===== config.mk =====
export PLATFORM = sky130hd
export DESIGN_NAME = day5_stream_feeder_flat
export DESIGN_NICKNAME = d
export VERILOG_FILES = /design/src/rtl/day5_stream_feeder_if.sv /design/src/rtl/day5_stream_feeder.sv /design/src/flat_wrapper.sv
export SDC_FILE = /design/constraint.sdc
export NUM_CORES = 1
export LEC_CHECK = 0
export CAP_MARGIN = 20
export CORE_ASPECT_RATIO = 0.8
export CORE_MARGIN = 1.5
export CORE_UTILIZATION = 35
export CTS_CLUSTER_SIZE = 12
export DETAILED_ROUTE_END_ITERATION = 7
export HOLD_SLACK_MARGIN = 0.12
export PLACE_DENSITY_LB_ADDON = 0.15
export SYNTH_ARGS = -nofsm -noshare
export SYNTH_HDL_FRONTEND = slang
export SYNTH_SLANG_ARGS = --single-unit

===== constraint.sdc =====
create_clock -name clock -period 3.13 [get_ports clock]
set_input_delay 0.4695 -clock clock [delete_from_list [all_inputs] [get_ports clock]]
set_output_delay 0.4695 -clock clock [all_outputs]
set_load 0.01 [all_outputs]

===== src/rtl/day5_stream_feeder_if.sv =====
// Byte stream carrying the raw day-5 puzzle text into the feeder.
interface day5_stream_feeder_if;
    logic       byte_valid;
    logic [7:0] byte_data;
    logic       byte_last;
    logic       byte_ready;

    modport master (
        output byte_valid,
        output byte_data,
        output byte_last,
        input  byte_ready
    );

    modport slave (
        input  byte_valid,
        input  byte_data,
        input  byte_last,
        output byte_ready
    );
endinterface


===== src/rtl/day5_stream_feeder.sv =====
// ASCII-to-array driver for the day-5 range-check systolic array.
// Parses "S-E" range lines, a blank separator, then "N" id lines, one byte
// per cycle. Pads unused PEs with an empty range, drains the pipeline and
// raises a sticky done once the array count is final.
module day5_stream_feeder #(
    parameter int unsigned WIDTH = 64,
    parameter int unsigned DEPTH = 183,
    parameter int unsigned CNT_W = $clog2(DEPTH + 2)
) (
    input  logic                 clock,
    input  logic                 reset,
    day5_stream_feeder_if.slave  byte_if,
    output logic                 load_ranges,
    output logic [WIDTH-1:0]     start_range,
    output logic [WIDTH-1:0]     end_range,
    output logic [WIDTH-1:0]     id,
    output logic [CNT_W-1:0]     ranges_loaded,
    output logic                 done,
    output logic                 error
);

    typedef enum logic [2:0] {
        R_START,
        R_END,
        ID,
        PAD,
        DRAIN,
        DONE
    } state_t;

    localparam logic [7:0] CH_0    = 8'h30;
    localparam logic [7:0] CH_9    = 8'h39;
    localparam logic [7:0] CH_CR   = 8'h0D;
    localparam logic [7:0] CH_NL   = 8'h0A;
    localparam logic [7:0] CH_DASH = 8'h2D;

    state_t           state_q, state_d;
    logic [WIDTH-1:0] acc_q, acc_d;
    logic [WIDTH-1:0] start_q, start_d;
    logic             digits_q, digits_d;
    logic             last_q, last_d;
    logic [CNT_W-1:0] cnt_q, cnt_d;
    logic             load_ranges_q, load_ranges_d;
    logic [WIDTH-1:0] start_range_q, start_range_d;
    logic [WIDTH-1:0] end_range_q, end_range_d;
    logic [WIDTH-1:0] id_q, id_d;
    logic [CNT_W-1:0] ranges_loaded_q, ranges_loaded_d;
    logic             done_q, done_d;
    logic             error_q, error_d;
    logic             byte_ready_q, byte_ready_d;

    logic             xfer;
    logic             is_digit;
    logic             is_nl;
    logic             eol;
    logic [WIDTH-1:0] acc_next;

    // Next-state, parse and emit logic; every output is taken from a flop.
    always_comb begin
        state_d         = state_q;
        acc_d           = acc_q;
        start_d         = start_q;
        digits_d        = digits_q;
        last_d          = last_q;
        cnt_d           = cnt_q;
        load_ranges_d   = 1'b0;
        start_range_d   = start_range_q;
        end_range_d     = end_range_q;
        id_d            = '1;
        ranges_loaded_d = ranges_loaded_q;
        done_d          = done_q;
        error_d         = error_q;
        eol             = 1'b0;

        xfer     = byte_if.byte_valid && byte_ready_q;
        is_digit = (byte_if.byte_data >= CH_0) && (byte_if.byte_data <= CH_9);
        is_nl    = (byte_if.byte_data == CH_NL);
        // acc*10 + digit, wrapping mod 2^WIDTH
        acc_next = (acc_q << 3) + (acc_q << 1) + WIDTH'(byte_if.byte_data[3:0]);

        case (state_q)
            R_START, R_END, ID: begin
                if (xfer) begin
                    if (is_digit) begin
                        acc_d    = acc_next;
                        digits_d = 1'b1;
                    end else if (byte_if.byte_data == CH_CR) begin
                        acc_d = acc_q;
                    end else if (byte_if.byte_data == CH_DASH && state_q == R_START) begin
                        start_d  = acc_q;
                        acc_d    = '0;
                        digits_d = 1'b0;
                        state_d  = R_END;
                    end else if (is_nl) begin
                        eol = 1'b1;
                    end else begin
                        error_d = 1'b1;
                    end

                    // the final byte closes any open line as if '\n' followed
                    if (byte_if.byte_last) begin
                        eol = 1'b1;
                    end

                    if (eol) begin
                        last_d = byte_if.byte_last;
                        case (state_d)
                            R_START: begin
                                // a bare number without '-' is malformed
                                if (digits_d) begin
                                    error_d = 1'b1;
                                end
                                if (!digits_d || byte_if.byte_last) begin
                                    state_d = PAD;
                                    cnt_d   = CNT_W'(DEPTH) - ranges_loaded_q;
                                end
                                acc_d    = '0;
                                digits_d = 1'b0;
                            end
                            R_END: begin
                                if (is_nl || digits_d) begin
                                    if (ranges_loaded_q == CNT_W'(DEPTH)) begin
                                        error_d = 1'b1;
                                    end else begin
                                        load_ranges_d   = 1'b1;
                                        start_range_d   = start_q;
                                        end_range_d     = acc_d;
                                        ranges_loaded_d = ranges_loaded_q + CNT_W'(1);
                                    end
                                end
                                acc_d    = '0;
                                digits_d = 1'b0;
                                if (byte_if.byte_last) begin
                                    state_d = PAD;
                                    cnt_d   = CNT_W'(DEPTH) - ranges_loaded_d;
                                end else begin
                                    state_d = R_START;
                                end
                            end
                            ID: begin
                                if (digits_d) begin
                                    id_d     = acc_d;
                                    acc_d    = '0;
                                    digits_d = 1'b0;
                                end
                                if (byte_if.byte_last) begin
                                    state_d = DRAIN;
                                    cnt_d   = CNT_W'(DEPTH);
                                end
                            end
                            default: begin
                                state_d = state_q;
                            end
                        endcase
                    end
                end
            end
            PAD: begin
                if (cnt_q != '0) begin
                    // empty range: start above end matches no id
                    load_ranges_d = 1'b1;
                    start_range_d = '1;
                    end_range_d   = '0;
                    cnt_d         = cnt_q - CNT_W'(1);
                end else begin
                    // the last pad load is already on the outputs, hence DEPTH-1
                    state_d = last_q ? DRAIN : ID;
                    cnt_d   = CNT_W'(DEPTH - 1);
                end
            end
            DRAIN: begin
                if (cnt_q == '0) begin
                    state_d = DONE;
                    done_d  = 1'b1;
                end else begin
                    cnt_d = cnt_q - CNT_W'(1);
                end
            end
            DONE: begin
                done_d = 1'b1;
            end
            default: begin
                state_d = R_START;
            end
        endcase

        byte_ready_d = (state_d == R_START) || (state_d == R_END) || (state_d == ID);
    end

    // State and output registers with synchronous active-high reset.
    always_ff @(posedge clock) begin
        if (reset) begin
            state_q         <= R_START;
            acc_q           <= '0;
            start_q         <= '0;
            digits_q        <= 1'b0;
            last_q          <= 1'b0;
            cnt_q           <= '0;
            load_ranges_q   <= 1'b0;
            start_range_q   <= '0;
            end_range_q     <= '0;
            id_q            <= '1;
            ranges_loaded_q <= '0;
            done_q          <= 1'b0;
            error_q         <= 1'b0;
            byte_ready_q    <= 1'b0;
        end else begin
            state_q         <= state_d;
            acc_q           <= acc_d;
            start_q         <= start_d;
            digits_q        <= digits_d;
            last_q          <= last_d;
            cnt_q           <= cnt_d;
            load_ranges_q   <= load_ranges_d;
            start_range_q   <= start_range_d;
            end_range_q     <= end_range_d;
            id_q            <= id_d;
            ranges_loaded_q <= ranges_loaded_d;
            done_q          <= done_d;
            error_q         <= error_d;
            byte_ready_q    <= byte_ready_d;
        end
    end

    assign byte_if.byte_ready = byte_ready_q;
    assign load_ranges        = load_ranges_q;
    assign start_range        = start_range_q;
    assign end_range          = end_range_q;
    assign id                 = id_q;
    assign ranges_loaded      = ranges_loaded_q;
    assign done               = done_q;
    assign error              = error_q;

endmodule


===== src/flat_wrapper.sv =====
// flat-port wrapper written by rule: the top's interface ports become plain ports
module day5_stream_feeder_flat 
#(
    parameter int unsigned WIDTH = 64,
    parameter int unsigned DEPTH = 183,
    parameter int unsigned CNT_W = $clog2(DEPTH + 2)
)
  (clock, reset, load_ranges, start_range, end_range, id, ranges_loaded, done, error, byte_if_byte_valid, byte_if_byte_data, byte_if_byte_last, byte_if_byte_ready);
  day5_stream_feeder_if byte_if_i ();
  input  logic clock;
  input  logic reset;
  output logic load_ranges;
  output logic [WIDTH-1:0] start_range;
  output logic [WIDTH-1:0] end_range;
  output logic [WIDTH-1:0] id;
  output logic [CNT_W-1:0] ranges_loaded;
  output logic done;
  output logic error;
  input wire logic [$bits(byte_if_i.byte_valid)-1:0] byte_if_byte_valid;
  input wire logic [$bits(byte_if_i.byte_data)-1:0] byte_if_byte_data;
  input wire logic [$bits(byte_if_i.byte_last)-1:0] byte_if_byte_last;
  output wire logic [$bits(byte_if_i.byte_ready)-1:0] byte_if_byte_ready;
  assign byte_if_i.byte_valid = byte_if_byte_valid;
  assign byte_if_i.byte_data = byte_if_byte_data;
  assign byte_if_i.byte_last = byte_if_byte_last;
  assign byte_if_byte_ready = byte_if_i.byte_ready;
  day5_stream_feeder #(.WIDTH(WIDTH), .DEPTH(DEPTH), .CNT_W(CNT_W)) u_core (.clock(clock), .reset(reset), .byte_if(byte_if_i), .load_ranges(load_ranges), .start_range(start_range), .end_range(end_range), .id(id), .ranges_loaded(ranges_loaded), .done(done), .error(error));
endmodule

==> impl_summary.log, run 1 <==
[metrics] peak fanout along the critical path: 4
[metrics] number of port buffers: 215
[metrics] fraction of the mapped netlist area in simple logic gates: 23.38%
[metrics] fillcell total: 4802
[metrics] clock sinks: 345
[metrics] placed instance area: 23490 um^2
[metrics] Synth Area in Adders: 9.216%
[metrics] cell taking the most area after synthesis: dfxtp_1
[metrics] half-perimeter wire length of the detailed placement result: 53.75 mm
[metrics] number of instances in the placed design: 3364
[metrics] most frequent cells in the layout: 377 x buf_4, 324 x dfxtp_1, 299 x nand2_1
[metrics] Root Buffer Master: clkbuf_16
[metrics] unrepaired setup endpoints after global routing: true
[metrics] Yosys cell types: 87
[metrics] gpl congestion: 0.9611
[metrics] xor/xnor cell area share of the yosys netlist: 3.123%
[metrics] clock slew seen by the registers of the worst setup and hold paths: 0.06 ns
[metrics] Cell Area, Synth: 17950 um^2
[metrics] number of placed I/O pins: 216
[metrics] iteration-0 DRC count of the detailed router: 1544
[metrics] nature of the critical path endpoint: register
[metrics] slack of the worst reg-to-reg path: -0.25 ns
[metrics] Critical Path RT: 3.58 ns
[metrics] logic depth of the worst register-to-register path: 13
[metrics] ANT nets after route: 0
[metrics] vias post-DR: 18870
[metrics] starting density of the core: 35.31%
[metrics] combinational family with the most area after synthesis: simple AND/OR/NAND/NOR gates
[metrics] Max Cap Violations: 0
[metrics] area share of the largest cell type after synthesis: 38.48%
[metrics] DR vias/cell: 5.449
[metrics] measured slew at the worst slew-check pin: 1.059 ns
[metrics] CTS Hold Buffers Added: 0
[metrics] static leakage: 10.85 nW
[metrics] Mapped Nets: 2388
[metrics] core utilization of the finished layout: 52.23%
[metrics] Finished Layout Cells: 3463
[metrics] fraction of registers with async set or reset after synthesis: 0%
[metrics] worst setup slack after placement: -1.007 ns
[metrics] Critical Path Source: u_core.acc_q[0]
[metrics] total chip power: 9.787 mW
[metrics] global-route congestion overflow total: 0
[metrics] leading cell type in the layout, fill and taps excluded: buf_4
[metrics] final period utilization: 107.9%
[metrics] clock latency at the later pin of the worst-skew pair: 0.59 ns
[metrics] Std-Cell Core Area: 50830 um^2
[metrics] flip-flop and latch area: 6945 um^2
[metrics] endpoint of the most critical setup path: u_core.end_range[63]
[metrics] data arrival at the endpoint of the critical path: 3.83 ns
[metrics] type of the worst setup path: reg2reg
[metrics] outcome: finished with violations
[metrics] number of remaining DRC errors: 0
[metrics] power density of the placed cells: 368.7 nW/um^2
[metrics] CTS H-Tree Depth: 2
[metrics] violated checks: negative setup slack
[metrics] number of register bits inferred by synthesis: 345
[metrics] via count of the first global-routing pass: 17860
[metrics] worst hold path depth: 2
[metrics] detailed-route wire length: 73.38 mm
[metrics] floorplan row count: 74
[metrics] EDFF count, synth: 0
[metrics] worst max-slew margin expressed relative to the limit: 29.13%
[metrics] Slew Viols, Final: 0
[metrics] number of iterations in the first detailed-routing pass: 5
[metrics] dominant register cell in the synthesized netlist: dfxtp_1
[metrics] upper clock frequency limit: 296.0 MHz
[metrics] setup-violating endpoint count in the final report: 50
[metrics] synth warn: 0
[metrics] growth of design area from synthesis to finish: 47.92%
[metrics] CTS tree: built
[metrics] Final Worst Setup Slack: -0.2481 ns
[metrics] cell count after synthesis: 2245
[metrics] multiplexer fraction of the synthesized cell area: 0.8924%
[metrics] Max rail drop VDD: 0.3063 mV
[metrics] nature of the critical path startpoint: register
[metrics] average cell area after synthesis: 7.994 um^2
[metrics] final hold viol count: 0
[metrics] share of post-route cells with drive strength above 1: 26.02%
[metrics] average wire per cell in the routed design: 21.19 um
[metrics] initial antenna violation count: 1
[metrics] RR Startpoint: u_core.acc_q[0]
[metrics] x dimension of the die: 256.2 um
[metrics] min cycle time layout: 3.378 ns
[metrics] Overall Global Routing Usage: 26.97%
[metrics] Final #Nets: 2894
[metrics] Tightest Hold Check Type: in2reg
[metrics] total die area: 52650 um^2
[metrics] post-synthesis compound-gate area fraction: 20.61%
[metrics] multi-input gate area in the final layout: 11710 um^2
[metrics] Fin Clk Skew: 0.02759 ns
[metrics] Diodes inserted: 0
[metrics] total CTS buffers: 40
[metrics] largest net degree at the start of global routing: 120
[metrics] top area cells in the synthesized netlist: dfxtp_1 38%, ha_1 9.0%, nand2_1 6.5%
[metrics] sequential share of the synthesized area: 38.48%
[metrics] maximum clock insertion buffer count: 3
[metrics] first-pass GRT wire length: 109.6 mm
[metrics] Layout Cell Area excl Fill: 26550 um^2
[metrics] Die Y: 205.5 um
[metrics] reg2reg end: u_core.end_range[63]
[cells in the mapped netlist, drive strengths merged, types with 24 or more instances]
library cell / count
a21oi: 223
nand2b: 30
nand4: 37
nor2: 229
a22o: 31
inv: 32
buf: 35
nor3: 156
nand2: 311
a31oi: 45
o21ai: 91
xor2: 24
clkbuf: 128
ha: 129
xnor2: 40
a21o: 36
dfxtp: 345
nand3: 79
[worst max-delay path, stage by stage, from the launching register on]
cell and delay [ns]:
dfxtp_2 0.33, fa_1 0.56, ha_1 0.23, a21o_1 0.17, and4_4 0.16, o211ai_4 0.22
nand3_2 0.08, a41o_1 0.25, a211o_4 0.40, buf_4 0.16, a211oi_4 0.30, xnor2_2 0.11
mux2i_1 0.20, o21ai_1 0.08
[registers in the layout (all words and copies together), names as in the netlist]
register	flops
u_core.state_q	3
u_core.acc_q	64
u_core.last_q	1
u_core.id	64
u_core.load_ranges	1
u_core.byte_if.byte_ready	1
u_core.error	1
u_core.start_range	64
u_core.ranges_loaded	8
u_core.end_range	64
u_core.cnt_q	8
u_core.start_q	64
u_core.digits_q	1
u_core.done	1
[through the flow]
step	setup TNS, ns	hold slack [ns]
2_1_floorplan	-0.9395	0.4367
3_3_place_gp	-118.77	0.4380
3_5_place_dp	-122.23	0.4414
4_1_cts	-3.116	0.2385
5_1_grt	-13.08	0.2674
6_report	-4.485	0.2590
[per-layer routing]
| layer | track usage, % | up-vias | part of all wire [%] | wire length, um |
|---|---|---|---|---|
| met4 | 6.509 | 0 | 1.5 | 1113 |
| met3 | 6.504 | 73 | 8.2 | 6025 |
| met1 | 41.12 | 9139 | 50 | 36720 |
| met5 | 0 | - | 0 | 0 |
| met2 | 37.29 | 618 | 40 | 29530 |
| li1 | - | 9041 | - | - |
[worst min-delay path by stage]
stage | startpoint | to | slack, ns
after floorplan | u_core.start_q[0] | u_core.start_q[0] | 0.44
after global placement | u_core.done | u_core.done | 0.44
after detailed placement | u_core.done | u_core.done | 0.44
after CTS | reset | u_core.cnt_q[4] | 0.24
after global routing | reset | u_core.state_q[2] | 0.27
final | reset | u_core.cnt_q[4] | 0.26
[layout make-up]
type	instances	area share, %
Clock inverter	18	1.075
Multi-Input combinational cell	1704	44.09
Clock buffer	52	4.166
Tap cell	684	3.224
Sequential cell	345	26.16
Timing Repair Buffer	627	20.81
Inverter	33	0.4666
[power by group]
| part | internal [mW] | total, mW | switching (mW) | leakage [nW] |
|---|---|---|---|---|
| combinational | 0.127 | 0.381 | 0.254 | 7.38 |
| clock | 2.93 | 4.99 | 2.06 | 0.675 |
| sequential | 4.40 | 4.42 | 0.0146 | 2.79 |
[logic make-up (layout without fill, tap and decap cells)]
logic type                 Yosys count  after routing
AOI/OAI and AO/OA                  575            575
xor gates and xnor gates            64             64
adders and majority gates          131            131
buffers and inverters              196            730
DFF                                345            345
muxes                               15             15
and+or+nand+nor                    919            919
[repair_timing]
| item | CTS | global route |
|---|---|---|
| hold endpoints to repair | 0 | 0 |
| gates resized for setup | 127 | 172 |
| setup endpoints to repair | 128 | 134 |
| pin swaps | 71 | 114 |
| buffers inserted | 13 | 22 |
Power figures use the tool's default switching activity.
==> run 2, diff against run 1 <==
--- a/config.mk
+++ b/config.mk
@@ -5,7 +5,7 @@
 export SDC_FILE = /design/constraint.sdc
 export NUM_CORES = 1
 export LEC_CHECK = 0
-export CAP_MARGIN = 20
+export CAP_MARGIN = 15
 export CORE_ASPECT_RATIO = 0.8
 export CORE_MARGIN = 1.5
 export CORE_UTILIZATION = 35
==> results of run 2 <==
Final layout, timing and power as in run 1 (identical DEF).
==> RTL edit 1: new RTL, config.mk and constraints of run 2 <==
Put one more register stage on the output `error`, without a reset. The value now appears one clock later. The other outputs are not delayed to match.
--- a/src/rtl/day5_stream_feeder.sv
+++ b/src/rtl/day5_stream_feeder.sv
@@ -229,7 +229,9 @@
     assign id                 = id_q;
     assign ranges_loaded      = ranges_loaded_q;
     assign done               = done_q;
-    assign error              = error_q;
+    always_ff @(posedge clock) begin
+        error <= error_q;
+    end
 
 endmodule
 
Function: not settled (the Yosys comparison gave no result); the edit may change what the design does.
==> RTL edit 1 against run 2 <==
The run still ends with setup timing left; clock skew is essentially flat; combinational power grew 2%; final area shrank 2.6%; critical path depth grew 1; wire length shrank 12%; largest cell class unchanged; sequential share of layout area grew 0.71 points; largest power group is now registers; power shrank 5.6%; global-route usage shrank 2.0 points; via count shrank 6.9%; area after synthesis shrank 3.6%; setup slack lost 0.13 ns; sequential cell count grew 1.
==> RTL edit 1: results (changes against run 2) <==
metric,value,unit,change
DRT Pass-1 Iters,5,,unchanged
status,finished with violations,,
Iter 0 DRT Violations,1348,,-13%
final hold slack,0.227,ns,-0.0324 ns
CP max-delay cell,fa_1,,
via count,17600,,-6.9%
worst clock skew,0.0274,ns,-0.000201 ns
Max VDD drop,0.300,mV,-2.0%
Setup WS post-layout,-0.383,ns,-0.135 ns
async set-reset flop share out of synthesis,0,%,unchanged
Overall Global Routing Usage,25.0,%,-2.0 points
failing checks,setup timing,,
RR Endpoint,u_core.id[60],,
commonest cells in the netlist,"dfxtp_1, nor2_1, nand2_1",,
H-tree Lvls,2,,unchanged
setup violators final,104,,+110%
"Seq/Total Area, Yosys",40.0,%,+1.6 points
initial antenna violation count,0,,-1
Least-Margin Pin Slew,0.962,ns,-0.0973 ns
post-synthesis cell type count,81,,-6.9%
routed len/inst,19.7,um,-7.2%
syn_nets,2247,,-5.9%
fin nets,2782,,-3.9%
first-pass GRT wire length,99300,um,-9.4%
leakage power,0.0106,uW,-2.6%
DP HPWL,47800,um,-11%
WP data arrival,3.98,ns,+0.15 ns
"delay-heaviest family, CP",compound AO/OA/AOI/OAI gates,,
vias in the first global route,17000,,-4.9%
share of layout cells above drive strength 1,26.5,%,+0.51 points
Post-Place Setup Slack,-1.24,ns,-0.229 ns
largest net degree at the start of global routing,141,,+18%
hold path endpoint,u_core.end_range[33],,
TritonCTS buffer count,38,,-5.0%
Synth area leaders,"dfxtp_1, ha_1, nor2_1",,
Placed Area,0.0229,mm^2,-2.6%
Routability Congestion,0.902,,-6.1%
Worst Reg2Reg Path Length in Cells,14,,+1
Longest Clk Path Bufs,3,,unchanged
Fillers,4525,,-5.8%
Max stage delay on crit path,0.59,ns,+0.03 ns
## RTL edit 1: per-stage QoR
stage | total power, uW | setup TNS, ns | instances
6_report | 9240 | -18.24 | 3290
3_3_place_gp | 4910 | -141.33 | 3197
2_1_floorplan | 4740 | -1.35 | 2104
4_1_cts | 9350 | -13.89 | 3276
3_5_place_dp | 4920 | -142.08 | 3197
5_1_grt | 9570 | -32.10 | 3290
## RTL edit 1: timing repair
item	CTS	global route
pin swaps	96	97
endpoints found under the setup margin	133	157
cloned	0	0
resized for setup	200	144
setup buffers	22	24
## RTL edit 1: how the worst max path moves through the flow
| stage | end | slack, ns | depth (start not counted) |
|---|---|---|---|
| 2_1_floorplan | u_core.id[37] | -0.21 | 12 |
| 3_3_place_gp | u_core.end_range[63] | -1.24 | 13 |
| 3_5_place_dp | u_core.end_range[63] | -1.24 | 13 |
| 4_1_cts | u_core.id[60] | -0.36 | 15 |
| 5_1_grt | u_core.end_range[63] | -0.52 | 14 |
| 6_report | u_core.id[60] | -0.38 | 14 |
## RTL edit 1: final cells by class
| class | instances | area [um^2] | area share, % |
|---|---|---|---|
| well taps | 629 | 787 | 3.04 |
| repair buffers | 621 | 5530 | 21.4 |
| flip-flops and latches | 346 | 6950 | 26.9 |
| inverters | 25 | 96.3 | 0.373 |
| clock inverters | 12 | 161 | 0.624 |
| multi-input cells | 1607 | 11300 | 43.7 |
| clock buffers | 50 | 1040 | 4.01 |
## RTL edit 1: logic make-up after synthesis
kind of cell | count (synthesis) | share of synthesized area, %
DFF | 346 | 40.0
buffers and inverters | 151 | 3.72
xor gates and xnor gates | 68 | 3.44
and+or+nand+nor | 835 | 21.3
muxes | 15 | 0.882
AOI/OAI and AO/OA | 558 | 21.0
adders and majority gates | 131 | 9.56
## RTL edit 1: power breakdown
group	leakage (uW)	switching (uW)	internal, uW	total, uW
sequential	0.00280	16.9	4420	4440
combinational	0.00718	247	139	387
clock	0.000588	1900	2510	4410
total	0.0106	2160	7070	9240
## RTL edit 1: layer usage
layer | global-route usage [%] | wire length [um] | vias up
met2 | 36.2 | 27200 | 470
li1 | - | - | 8560
met3 | 4.80 | 4110 | 87
met4 | 6.82 | 1390 | 0
met1 | 37.3 | 32000 | 8454
met5 | 0 | 0 | -
==> RTL edit 2: new RTL, config.mk and constraints of run 2 <==
Without the edit above. `DEPTH` is set to 183 in 2 places; all go to 366.
--- a/src/rtl/day5_stream_feeder.sv
+++ b/src/rtl/day5_stream_feeder.sv
@@ -4,7 +4,7 @@
 // raises a sticky done once the array count is final.
 module day5_stream_feeder #(
     parameter int unsigned WIDTH = 64,
-    parameter int unsigned DEPTH = 183,
+    parameter int unsigned DEPTH = 366,
     parameter int unsigned CNT_W = $clog2(DEPTH + 2)
 ) (
     input  logic                 clock,
--- a/src/flat_wrapper.sv
+++ b/src/flat_wrapper.sv
@@ -2,7 +2,7 @@
 module day5_stream_feeder_flat 
 #(
     parameter int unsigned WIDTH = 64,
-    parameter int unsigned DEPTH = 183,
+    parameter int unsigned DEPTH = 366,
     parameter int unsigned CNT_W = $clog2(DEPTH + 2)
 )
   (clock, reset, load_ranges, start_range, end_range, id, ranges_loaded, done, error, byte_if_byte_valid, byte_if_byte_data, byte_if_byte_last, byte_if_byte_ready);
Interface: changed (resized ranges_loaded); port bits go from 216 to 217. The function was not compared with the original's and may differ.
==> RTL edit 2 against run 2 <==
The flow still finishes with violations (setup timing); count of clock-buffer cells in the layout is 3 lower; core utilization is 0.73 points higher; critical path type unchanged; final area is 3.0% lower; power is 0.64% lower; synthesized cell count is 3.5% lower; setup slack worse by 0.024 ns; wire length is 6.6% lower; clock skew is 0.00075 ns lower; sequential cell count is 2 higher; sequential power is 1% higher; highest routed layer unchanged; area after synthesis is 3.2% lower; combinational power is 30% higher; largest power group unchanged; final cell count is 3.8% lower.
==> RTL edit 2: results (changes against run 2) <==
metric,value,unit,change
status,finished with violations,,
failing checks,setup timing,,
Setup TNS Final,-15.43,ns,-10.95 ns
fin nets,2820,,-2.6%
share of layout cells above drive strength 1,25.5,%,-0.48 points
synth warn,0,,unchanged
routed len/inst,20.6,um,-2.9%
Placed Instances,3232,,-3.9%
Max stage delay on crit path,0.45,ns,-0.11 ns
Final clock-cell share,5.03,%,-0.21 points
largest net degree at the start of global routing,78,,-35%
CP Max Fanout,3,,-1
Data buffer area share,21.5,%,+0.67 points
syn_nets,2307,,-3.4%
Clock Buffer Count,49,,-5.8%
fraction of area in registers,27.1,%,+0.92 points
post-synthesis cell type count,79,,-9.2%
setup violators final,124,,+150%
met2 routed WL,28100,um,-5.0%
Iter 0 DRT Violations,1340,,-13%
met3 wire len,4960,um,-18%
Die W,252,um,-1.6%
Routability Congestion,0.940,,-2.2%
syn avg cell area,8.02,um^2,+0.30%
inverter count,26,,-21%
DP HPWL,50100,um,-6.8%
# port buffers,216,,+0.47%
Metal-1 WL,33900,um,-7.7%
Post-Place Setup Slack,-0.974,ns,+0.0332 ns
final wirelength,68500,um,-6.6%
TritonCTS buffer count,39,,-2.5%
worst clock skew,0.0268,ns,-0.000752 ns
"Seq/Total Area, Yosys",40.0,%,+1.5 points
core occupancy in the finished layout,53.0,%,+0.73 points
#MultiIn Comb,1646,,-3.4%
Setup WS post-layout,-0.272,ns,-0.0243 ns
Cell Int Power,7420,uW,-0.61%
vias in the first global route,17300,,-2.9%
DRT Pass-1 Iters,6,,+1
leakage power,0.0108,uW,-0.64%
via count,18200,,-3.5%
Overall Global Routing Usage,26.2,%,-0.79 points
Non-clk bufs,620,,-1.1%
first-pass GRT wire length,104000,um,-5.5%
Placed Area,0.0228,mm^2,-2.8%
Fillers,4546,,-5.3%
Least-Margin Pin Slew,0.806,ns,-0.253 ns
CTS sink cnt,347,,+0.58%
initial antenna violation count,0,,-1
Synth area leaders,"dfxtp_1, ha_1, a21oi_1",,
## RTL edit 2: changes by cell type after synthesis, moves of 10 or more
cell / run 2 / this run
nor2_1: 227 / 245
buf_2: 23 / 4
o21ai_0: 65 / 122
nand2b_1: 30 / 13
o21ai_1: 24 / 1
nand4_1: 37 / 23
nand3_1: 78 / 44
a22oi_1: 17 / 31
a22o_1: 31 / 21
nand2_1: 311 / 289
## RTL edit 2: final timing paths
check                            start                   end  slack [ns]  depth (start not counted)
setup / recovery       u_core.acc_q[2]  u_core.end_range[29]       -0.27                         16
hold / removal                   reset  u_core.end_range[46]        0.20                          2
setup reg to reg       u_core.acc_q[2]  u_core.end_range[29]       -0.27                         16
hold reg to reg   u_core.end_range[42]  u_core.end_range[42]        0.45                          2
## RTL edit 2: layer usage
metal | vias up | track usage [%]
li1 | 8741 | -
met5 | - | 0
met1 | 8795 | 39.9
met2 | 591 | 37.2
met3 | 92 | 4.95
met4 | 0 | 6.82
## RTL edit 2: cells by family after synthesis
| kind of cell | after synthesis | share of synthesized area (%) |
|---|---|---|
| multiplexers | 4 | 0.238 |
| XOR/XNOR | 80 | 4.08 |
| adder cells (fa/ha/maj) | 128 | 9.30 |
| AO/OA/AOI/OAI | 592 | 20.9 |
| buffers and inverters | 174 | 3.86 |
| AND/OR/NAND/NOR | 842 | 21.6 |
| flip-flops | 347 | 40.0 |
## RTL edit 2: timing repair
item | CTS | global route
setup endpoints to repair | 135 | 148
setup buffers | 17 | 24
pin swaps | 79 | 103
endpoints found under the hold margin | 0 | 0
gates cloned | 0 | 0
gates resized for setup | 157 | 189
## RTL edit 2: power by group through the flow
stage                     combinational, uW  clock [uW]  sequential (uW)
after global routing                    529        5030             4470
after detailed placement                479           0             4570
after floorplan                         243           0             4570
after global placement                  472           0             4570
after CTS                               482        4860             4470
final                                   496        4760             4470
